<file path="config.mk">
export PLATFORM = sky130hd
export DESIGN_NAME = rank_generator
export DESIGN_NICKNAME = d
export VERILOG_FILES = /design/src/rtl/rank_generator_pkg.sv /design/src/rtl/rank_generator_cell.sv /design/src/rtl/rank_generator.sv
export SDC_FILE = /design/constraint.sdc
export NUM_CORES = 1
export LEC_CHECK = 0
export ABC_AREA = 1
export BUFFER_PORTS_ARGS = -buffer_cell sky130_fd_sc_hd__buf_2
export CAP_MARGIN = 5
export CORE_ASPECT_RATIO = 1.5
export CORE_UTILIZATION = 31
export CTS_BUF_LIST = sky130_fd_sc_hd__clkbuf_4 sky130_fd_sc_hd__clkbuf_8 sky130_fd_sc_hd__clkbuf_16
export DETAILED_ROUTE_END_ITERATION = 6
export HOLD_SLACK_MARGIN = 0.08
export PLACE_DENSITY = 0.56
export REMOVE_ABC_BUFFERS = 1
export SLEW_MARGIN = 30
export SYNTH_ARGS = -nofsm -noshare
export SYNTH_HDL_FRONTEND = slang
export SYNTH_SLANG_ARGS = --single-unit
</file>
<file path="constraint.sdc">
create_clock -name clk -period 1.55 [get_ports clk]
set_clock_uncertainty 0.1 [all_clocks]
set_input_delay 0.0775 -clock clk [delete_from_list [all_inputs] [get_ports clk]]
set_output_delay 0.0775 -clock clk [all_outputs]
set_load 0.05 [all_outputs]
</file>
<file path="src/rtl/rank_generator_pkg.sv">
// Shared types and helpers for the rank_generator window/rank datapath.
package rank_generator_pkg;

    typedef enum logic [0:0] {
        FILL = 1'b0,
        RUN  = 1'b1
    } state_e;

    function automatic int unsigned clog2(input int unsigned v);
        int unsigned r;
        r = 0;
        for (int unsigned i = 0; i < 32; i++) begin
            if ((64'(1) << i) < 64'(v)) r = i + 1;
        end
        return r;
    endfunction

    // Slot index width; never below one bit so a single-bit port stays legal.
    function automatic int unsigned idx_bits(input int unsigned n);
        return (n < 2) ? 1 : clog2(n);
    endfunction

endpackage

</file>
<file path="src/rtl/rank_generator_cell.sv">
// Rank of one window slot: count of smaller samples plus equal samples in newer slots.
module rank_generator_cell
    import rank_generator_pkg::*;
#(
    parameter int unsigned N         = 3,
    parameter int unsigned data_bits = 8,
    parameter int unsigned rank_bits = 2,
    parameter int unsigned IDX_BITS  = idx_bits(N)
) (
    input  logic [data_bits*N-1:0] win_i,
    input  logic [IDX_BITS-1:0]    slot_i,
    output logic [rank_bits-1:0]   rank_c
);

    always_comb begin
        int unsigned          acc;
        int unsigned          own_idx;
        logic [data_bits-1:0] own;
        logic [data_bits-1:0] other;
        acc     = 0;
        own_idx = 32'(slot_i);
        own     = win_i[own_idx*data_bits +: data_bits];
        other   = '0;
        // Ties resolve toward the newer (lower-index) slot getting the lower rank.
        for (int unsigned j = 0; j < N; j++) begin
            other = win_i[j*data_bits +: data_bits];
            if (j != own_idx) begin
                if ((other < own) || ((other == own) && (j < own_idx))) acc++;
            end
        end
        rank_c = rank_bits'(acc);
    end

endmodule

</file>
<file path="src/rtl/rank_generator.sv">
// Sliding-window sample/rank producer: window shift register, ranking stage, output register, fill FSM.
// RANK_GEN_WARMUP_EN: when defined, outputs follow every accept from the first sample (no fill wait).
module rank_generator
    import rank_generator_pkg::*;
#(
    parameter int unsigned N         = 3,
    parameter int unsigned data_bits = 8,
    parameter int unsigned rank_bits = 2
) (
    input  logic                   clk,
    input  logic                   rst_n,
    input  logic                   flush,
    input  logic                   in_valid,
    output logic                   in_ready,
    input  logic [data_bits-1:0]   in_data,
    output logic                   out_valid,
    input  logic                   out_ready,
    output logic [data_bits*N-1:0] s_out,
    output logic [rank_bits*N-1:0] r_out
);

    localparam int unsigned IDX_BITS = idx_bits(N);
    localparam int unsigned CNT_BITS = clog2(N + 1);

    if (((64'(1) << rank_bits) < 64'(N)) || (N < 2)) begin : g_bad_cfg
        $error("rank_generator: need N >= 2 and 2**rank_bits >= N");
    end

    state_e                 state_q;
    logic [CNT_BITS-1:0]    cnt_q;
    logic [data_bits*N-1:0] win_q, win_d;
    logic                   v1_q;
    logic                   p1_q;
    logic                   out_valid_q;
    logic [data_bits*N-1:0] s_out_q;
    logic [rank_bits*N-1:0] r_out_q;
    logic [rank_bits*N-1:0] rank_c;
    logic                   load_c;
    logic                   accept_c;
    logic                   produce_c;

    for (genvar g = 0; g < N; g++) begin : g_cell
        rank_generator_cell #(
            .N         (N),
            .data_bits (data_bits),
            .rank_bits (rank_bits),
            .IDX_BITS  (IDX_BITS)
        ) u_cell (
            .win_i  (win_q),
            .slot_i (IDX_BITS'(g)),
            .rank_c (rank_c[g*rank_bits +: rank_bits])
        );
    end

    assign load_c   = v1_q && (!out_valid_q || out_ready);
    assign in_ready = !v1_q || load_c;
    assign accept_c = in_valid && in_ready && !flush;
    assign win_d    = {win_q[data_bits*(N-1)-1:0], in_data};

    // Whether the sample being accepted now yields an output once it reaches stage 2.
`ifdef RANK_GEN_WARMUP_EN
    assign produce_c = 1'b1;
`else
    assign produce_c = (state_q == RUN) || (cnt_q == CNT_BITS'(N - 1));
`endif

    always_ff @(posedge clk or negedge rst_n) begin
        if (!rst_n) begin
            state_q     <= FILL;
            cnt_q       <= '0;
            win_q       <= '0;
            v1_q        <= 1'b0;
            p1_q        <= 1'b0;
            out_valid_q <= 1'b0;
            s_out_q     <= '0;
            r_out_q     <= '0;
        end else if (flush) begin
            state_q     <= FILL;
            cnt_q       <= '0;
            win_q       <= '0;
            v1_q        <= 1'b0;
            p1_q        <= 1'b0;
            out_valid_q <= 1'b0;
            s_out_q     <= '0;
            r_out_q     <= '0;
        end else begin
            v1_q <= accept_c || (v1_q && !load_c);
            if (accept_c) begin
                win_q <= win_d;
                p1_q  <= produce_c;
                case (state_q)
                    FILL: begin
                        cnt_q <= cnt_q + CNT_BITS'(1);
                        if (cnt_q == CNT_BITS'(N - 1)) state_q <= RUN;
                    end
                    RUN:     state_q <= RUN;
                    default: state_q <= FILL;
                endcase
            end
            if (load_c) begin
                s_out_q     <= win_q;
                r_out_q     <= rank_c;
                out_valid_q <= p1_q;
            end else if (out_ready) begin
                out_valid_q <= 1'b0;
            end
        end
    end

    assign out_valid = out_valid_q;
    assign s_out     = s_out_q;
    assign r_out     = r_out_q;

endmodule

</file>
# Word level (Yosys, flattened, before mapping)
# Cells that the tools add are included.
[word_totals] reg_bits=60 input_bits=13 out_inout_bits=32 wordCells=68
[op_classes] addsub=4 magnitude_cmp=6 n_eq_ne=5 mux=25 bitwise_logic=1 reduce_logical=19
[ops] op="24-bit two-way mux" n=4
[ops] op="8-bit less-than comparator" n=6
[ops] op="8-bit equality test" n=3
[ops] op="1-bit two-way mux" n=12
[ops] op="2-bit two-way mux" n=6
[ops] op="6-bit two-way mux" n=2
[ops] op="1-bit logical OR" n=7
[ops] op="1-bit by 1-bit adder with 2-bit output, second input constant" n=3
[ops] op="1-bit logical AND" n=4
[ops] op="1-bit zero test" n=4
[ops] op="2-bit nonzero test" n=2
[ops] op="3-bit nonzero test" n=1
[ops] op="2-bit by 1-bit adder with 2-bit output, second input constant" n=1
[ops] op="2-bit equality test, second input constant" n=1
[ops] op="2-bit != test, second input constant" n=1
[ops] op="1-bit case mux with 2 select lines" n=1
[ops] op="2-bit AND reduction" n=1
[ops] op="1-bit inverter" n=1

# Logic depth before layout (Yosys ltp)
[depth] depth_word=8 mapped_depth=13 depth_no_buf=13

# Cells and area by module
# Synthesis repeated with hierarchy kept, for this count alone.
[unflattened] cells_unflattened=648 area_unflattened_um2=5002.3
[modules_own_cells] module="rank_generator" n_inst=1 cells_per_inst=277 area_each_um2=2613.8 seq_area_each_um2=1476.4
[modules_own_cells] module="rank_generator_cell (g_cell[0].u_cell ...)" n_inst=2 cells_per_inst=123 area_each_um2=795.8 seq_area_each_um2=0.0
[modules_own_cells] module="rank_generator_cell (g_cell[2].u_cell)" n_inst=1 cells_per_inst=125 area_each_um2=797.0 seq_area_each_um2=0.0

# Worst setup path before layout
# OpenSTA, ideal clock, no wires.
[synth_timing] path_kind="register to register" startpoint="reg out_valid_q (netlist: out_valid)" endpoint="reg win_q[5]" setup_time_ns=0.119 arrival_time_ns=1.606 required_ns=1.331 path_slack_ns=-0.275 path_stages_with_launch=7 path_buffers=1 synth_period_minus_slack_ns=1.825 path_cell_list="dfrtp_1 nand3_2 nand2_2 inv_2 buf_2 nand3_1 o21ai_2"
[synth_between] elab_chain_cells=7
[synth_rtl] item="start: declaration" line_no="rank_generator.sv:34" text="logic out_valid_q;"
[synth_rtl] item="start signal: assignment" line_no="rank_generator.sv:103" text="out_valid_q <= p1_q;"
[synth_rtl] item="1-bit zero test" line_no="rank_generator.sv:55" text="assign load_c = v1_q && (!out_valid_q || out_ready);"
[synth_rtl] item="1-bit logical OR" line_no="rank_generator.sv:55"
[synth_rtl] item="1-bit logical AND" line_no="rank_generator.sv:55"
[synth_rtl] item="1-bit logical OR" line_no="rank_generator.sv:56" text="assign in_ready = !v1_q || load_c;"
[synth_rtl] item="via in_ready" line_no="rank_generator.sv:14" text="output logic in_ready,"
[synth_rtl] item="1-bit logical AND (2 in a row)" line_no="rank_generator.sv:57" text="assign accept_c = in_valid && in_ready && !flush;"
[synth_rtl] item="2-bit nonzero test (no source line)"
[synth_rtl] item="end signal: assignment" line_no="rank_generator.sv:89" text="win_q <= win_d;"
[synth_rtl] item="end: declaration" line_no="rank_generator.sv:31" text="logic [data_bits*N-1:0] win_q, win_d;"
# The timed path passes the listed nets, and every way through them passes these cells.
# A chain may end at the register's enable or synchronous reset.

# Worst setup path in the final report
[layout_timing] startpoint="reg win_q[1]" endpoint="reg r_out_q[2] (netlist: r_out[2])"
[layout_between] elab_chain_cells=7 word_cells_on_any_way=8 cone_classes="add/sub: 1; order compare: 1; eq/ne: 1; mux: 4; reduce/logical: 1"
[layout_rtl] item="8-bit less-than comparator / 8-bit equality test (equally long branches)" line_no="rank_generator_cell.sv:28" text="if ((other < own) || ((other == own) && (j < own_idx))) acc++;"
[layout_rtl] item="1-bit logical OR *" line_no="rank_generator_cell.sv:28"
[layout_rtl] item="1-bit two-way mux *" line_no="rank_generator_cell.sv:28"
[layout_rtl] item="1-bit by 1-bit adder with 2-bit output"
[layout_rtl] item="2-bit two-way mux *" line_no="rank_generator_cell.sv:28"
[layout_rtl] item="6-bit two-way mux *" line_no="rank_generator.sv:100" text="if (load_c) begin"
[layout_rtl] item="6-bit two-way mux *" line_no="rank_generator.sv:77" text="end else if (flush) begin"
[layout_rtl] item="end signal: assignment" line_no="rank_generator.sv:102" text="r_out_q <= rank_c;"
[layout_rtl] item="end: declaration" line_no="rank_generator.sv:36" text="logic [rank_bits*N-1:0] r_out_q;"
# Every way passes the cells marked *; elsewhere a longest branch is shown, timed or not. The select of a mux whose other input is x is not followed.

==> results.md <==
Placed design:
- The total placed cells including tap cells is 541.
- The final RePlAce weighted congestion is 0.826.
- After detailed placement, the total cell area comes to 3640 sq um.
- The quantity of I/O buffers inserted on ports is 44.
- The half-perimeter wire length after placement is 5380 microns.

Clocking:
- The clock passes through at most 2 buffers.
- The tree built by TritonCTS fans out to 59 sinks.
- TritonCTS built the clock tree.
- The clock reaches the later pin of the worst-skew pair after 330 ps.
- The CTS buffer count is 9.
- The number of H-tree branching levels is 3.
- The cell at the root of the clock tree is sky130_fd_sc_hd__clkbuf_16.
- The clock input transition at the sequential cells of the worst setup and hold paths is 50 ps.

STA:
- The setup violation total in the final timing report is 6.
- The total count of hold-check failures in the final report came to 0.
- Setup repair after global routing could not meet its margin everywhere.
- The maximum clock frequency is 550 MHz.
- Once routing completed, OpenROAD measured the worst setup slack at -269 ps.
- The final worst-path cycle share is 1.17.
- The tightest slew margin relative to the limit is 0.702.
- Summed over all failing endpoints, the final setup total negative slack is -1300 ps.
- The number of max-slew violations in the final report is 0.
- After layout, the minimum clock period comes to 1820 ps.
- For the pin with the worst max-slew slack, the measured transition is 446 ps.

Floorplanning:
- The height of the chip is 124 microns.
- Pin placement for this block handled 45 I/O pins.
- The die covers 10300 sq um.
- For this configuration, the core starts out at a cell density of 0.318.
- The floorplan core area is 9630 sq um.
- The number of standard-cell rows in the floorplan is 44.
- Measured along the x axis, the die boundary spans 83.2 microns.

GRT:
- The via count of the first global-routing pass was 2791.
- The sum of overflow across all layers after global routing is 0.
- The maximum number of pins on one net before global-route repair is 60.
- The number of antenna violations at the first check in global routing is 0.
- For this run, the total global-route usage over all layers was measured as 0.160.
- The first global-routing pass estimated 12900 microns of wire.

Logic synthesis:
- The netlist uses 23 different library cells.
- Averaged over all synthesized cells, the footprint is 8.47 sq um.
- The proportion of synthesized chip area in sequential cells is 0.481.
- The number of warning messages in the yosys log is 0.
- The share of synthesized area in the top cell type comes to 0.481.
- The number of synthesized register bits is 59.
- The cell count after synthesis is 362.
- The leading area contributor after synthesis is sky130_fd_sc_hd__dfrtp_1.
- By area the synthesized netlist is led by sky130_fd_sc_hd__dfrtp_1 (48%), sky130_fd_sc_hd__ha_1 (11%), sky130_fd_sc_hd__nand2_1 (10%).
- The cell area after synthesis is 3070 sq um.

Final layout:
- The signed area change from the synthesized netlist to the final layout is 39.7%.
- The final net count is 498.
- The finished layout holds 577 standard cells, fillers aside.
- 0 antenna diodes ended up in the layout.
- Once layout is done, the placed cells without fillers occupy 4290 sq um.
- The sequential cell area is 1480 sq um.
- The multi-input logic area is 1510 sq um.
- The layout has 931 filler cells.
- At the end of the flow the core is filled with cells to 0.445.
- In the final layout, the share of cells above drive strength 1 is 0.327.

Setup path:
- The maximum fanout along the worst path is 2.
- The number of cells traversed by the worst register-to-register path is 12.
- The type of the worst setup path is reg -> reg.
- The endpoint class of the critical path is a flop.
- STA classifies the critical path startpoint as a flop.
- The arrival time reported for the critical path endpoint is 1980 ps.
- Data on the critical path is required at its endpoint by 1710 ps.

Pwr:
- The total design power is 4.33 mW.
- Dividing total power by cell area gives a power density of 1010 nW/um^2.
- The highest ir drop seen on vdd is 0.548 mV.
- For this design the static power due to leakage is 2.22 nW.

Route:
- The detailed-route DRC error count is 0.
- Detailed routing placed a total of 4100 microns of wire on met2.
- Wires add up to 7780 microns.
- The number of DRC violations after detailed-routing iteration 0 is 128.
- Using the TritonRoute via totals, the vias-per-cell ratio works out to 4.71.
- The number of nets with antenna violations after detailed routing is 0.
- The routed design uses 244 microns of met3 wire.
- The count of TritonRoute iterations in the first routing pass is 4.
- The detailed router put a total of 3220 microns of wire on met1.
- The average wire per cell in the routed design is 13.5 microns.
- Routed signal wires occupy layers up through met4.
- The vias after detailed routing is 2719.

Flow run:
- The number of maximum-capacitance violations is 0.

Outcome:
- The run finished, with violations left.
- The checks that failed: negative setup slack.

Hold path:
- The classification of the worst-slack hold path is in -> async.
## cell usage after synthesis
cell type	instances
sky130_fd_sc_hd__inv_1	44
sky130_fd_sc_hd__nand4_1	3
sky130_fd_sc_hd__nand3_2	1
sky130_fd_sc_hd__o21ai_1	12
sky130_fd_sc_hd__clkbuf_1	4
sky130_fd_sc_hd__a21o_1	2
sky130_fd_sc_hd__ha_1	28
sky130_fd_sc_hd__nor3_1	1
sky130_fd_sc_hd__buf_6	2
sky130_fd_sc_hd__o31ai_1	1
sky130_fd_sc_hd__dfrtp_1	59
sky130_fd_sc_hd__nor2_1	25
sky130_fd_sc_hd__o21ai_2	8
sky130_fd_sc_hd__buf_4	1
sky130_fd_sc_hd__buf_2	7
sky130_fd_sc_hd__o21ai_0	21
sky130_fd_sc_hd__inv_2	2
sky130_fd_sc_hd__buf_1	1
sky130_fd_sc_hd__nand2_1	85
sky130_fd_sc_hd__nand3_1	40
sky130_fd_sc_hd__or2_2	1
sky130_fd_sc_hd__nand2_2	3
sky130_fd_sc_hd__a21oi_1	11
## logic make-up after synthesis
kind of cell	count (synthesis)	share of synthesized area
AOI/OAI and AO/OA	55	0.102
adders and majority gates	28	0.114
and+or+nand+nor	159	0.219
DFF	59	0.481
buffers and inverters	61	0.0836
## metrics by stage
| step | hold slack [ps] | setup slack, ps |
|---|---|---|
| global placement | 5.96 | -271 |
| CTS | 193 | -220 |
| floorplan | -318 | -457 |
| global route | 247 | -346 |
| detailed placement | 8.34 | -355 |
| finish | 165 | -269 |
## cell type report
type	count	area share
Sequential cell	59	0.345
Timing Repair Buffer	99	0.162
Inverter	46	0.0403
Multi-Input combinational cell	242	0.353
Clock inverter	2	0.00234
Clock buffer	14	0.0642
Tap cell	115	0.0336
## sequential cells by signal (all words and copies together) (netlist names)
register / count
state_q: 1
r_out: 6
win_q: 24
cnt_q: 2
out_valid: 1
v1_q: 1
s_out: 24
## worst max-delay path, cell delays in order (launching register included)
cell,delay (ps)
sky130_fd_sc_hd__dfrtp_1,390
sky130_fd_sc_hd__buf_4,150
sky130_fd_sc_hd__ha_4,270
sky130_fd_sc_hd__nand2_1,50
sky130_fd_sc_hd__nand2_1,80
sky130_fd_sc_hd__nand2_1,50
sky130_fd_sc_hd__nand2_1,60
sky130_fd_sc_hd__nand2_1,60
sky130_fd_sc_hd__nand2_1,60
sky130_fd_sc_hd__nand2_1,50
sky130_fd_sc_hd__ha_1,270
sky130_fd_sc_hd__inv_1,40
sky130_fd_sc_hd__o21ai_1,130
## path summary, 6_finish.rpt
check                               from        end  slack (ps)
worst max-delay path            win_q[1]   r_out[2]        -270
worst min register to register  cnt_q[1]   cnt_q[1]         400
worst max register to register  win_q[1]   r_out[2]        -270
min in group clk                   flush  out_valid         380
max in group asynchronous          rst_n   s_out[3]         890
worst min-delay path               rst_n   s_out[9]         170
## cell usage in the layout (no fill, tap or decap)
cell type,Yosys,layout
sky130_fd_sc_hd__a21o_1,2,2
sky130_fd_sc_hd__buf_6,2,1
sky130_fd_sc_hd__o21ai_0,21,17
sky130_fd_sc_hd__ha_4,0,9
sky130_fd_sc_hd__nand4_1,3,3
sky130_fd_sc_hd__nor2_4,0,2
sky130_fd_sc_hd__clkbuf_8,0,2
sky130_fd_sc_hd__or2_2,1,1
sky130_fd_sc_hd__nor2_1,25,18
sky130_fd_sc_hd__nor2_2,0,5
sky130_fd_sc_hd__clkbuf_4,0,3
sky130_fd_sc_hd__o31ai_1,1,1
sky130_fd_sc_hd__clkbuf_16,0,9
sky130_fd_sc_hd__nand2_1,85,82
sky130_fd_sc_hd__nand3_1,40,40
sky130_fd_sc_hd__buf_4,1,39
sky130_fd_sc_hd__inv_2,2,14
sky130_fd_sc_hd__o21ai_1,12,16
sky130_fd_sc_hd__a21oi_2,0,2
sky130_fd_sc_hd__dlygate4sd3_1,0,13
sky130_fd_sc_hd__inv_1,44,32
sky130_fd_sc_hd__o21ai_2,8,8
sky130_fd_sc_hd__nand2_4,0,2
sky130_fd_sc_hd__clkinv_2,0,2
sky130_fd_sc_hd__nand3_4,0,1
sky130_fd_sc_hd__nand2_2,3,4
sky130_fd_sc_hd__ha_1,28,19
sky130_fd_sc_hd__dfrtp_1,59,59
sky130_fd_sc_hd__nor3_2,0,1
sky130_fd_sc_hd__buf_12,0,2
sky130_fd_sc_hd__a21oi_1,11,9
sky130_fd_sc_hd__buf_2,7,44
## metal layers
metal  track usage  vias to the layer above
met1         0.172                     1279
li1              -                     1370
met3        0.0298                       18
met2         0.300                       52
met4        0.0841                        0
met5             0                        -
## where the power goes
group | internal [mW] | switching [mW] | leakage (nW)
Sequential | 1.61 | 0.0433 | 0.809
Combinational | 0.295 | 0.502 | 1.27
Clock | 1.21 | 0.665 | 0.147
## repair_timing
action / 4_1_cts / 5_1_grt
endpoints found under the hold margin: 71 / 0
setup buffers: 4 / 3
setup endpoints to repair: 6 / 7
resized for setup: 32 / 12
hold buffers: 13 / 0
pin swaps: 12 / 9
No activity file was read; power rests on OpenSTA's default activity.
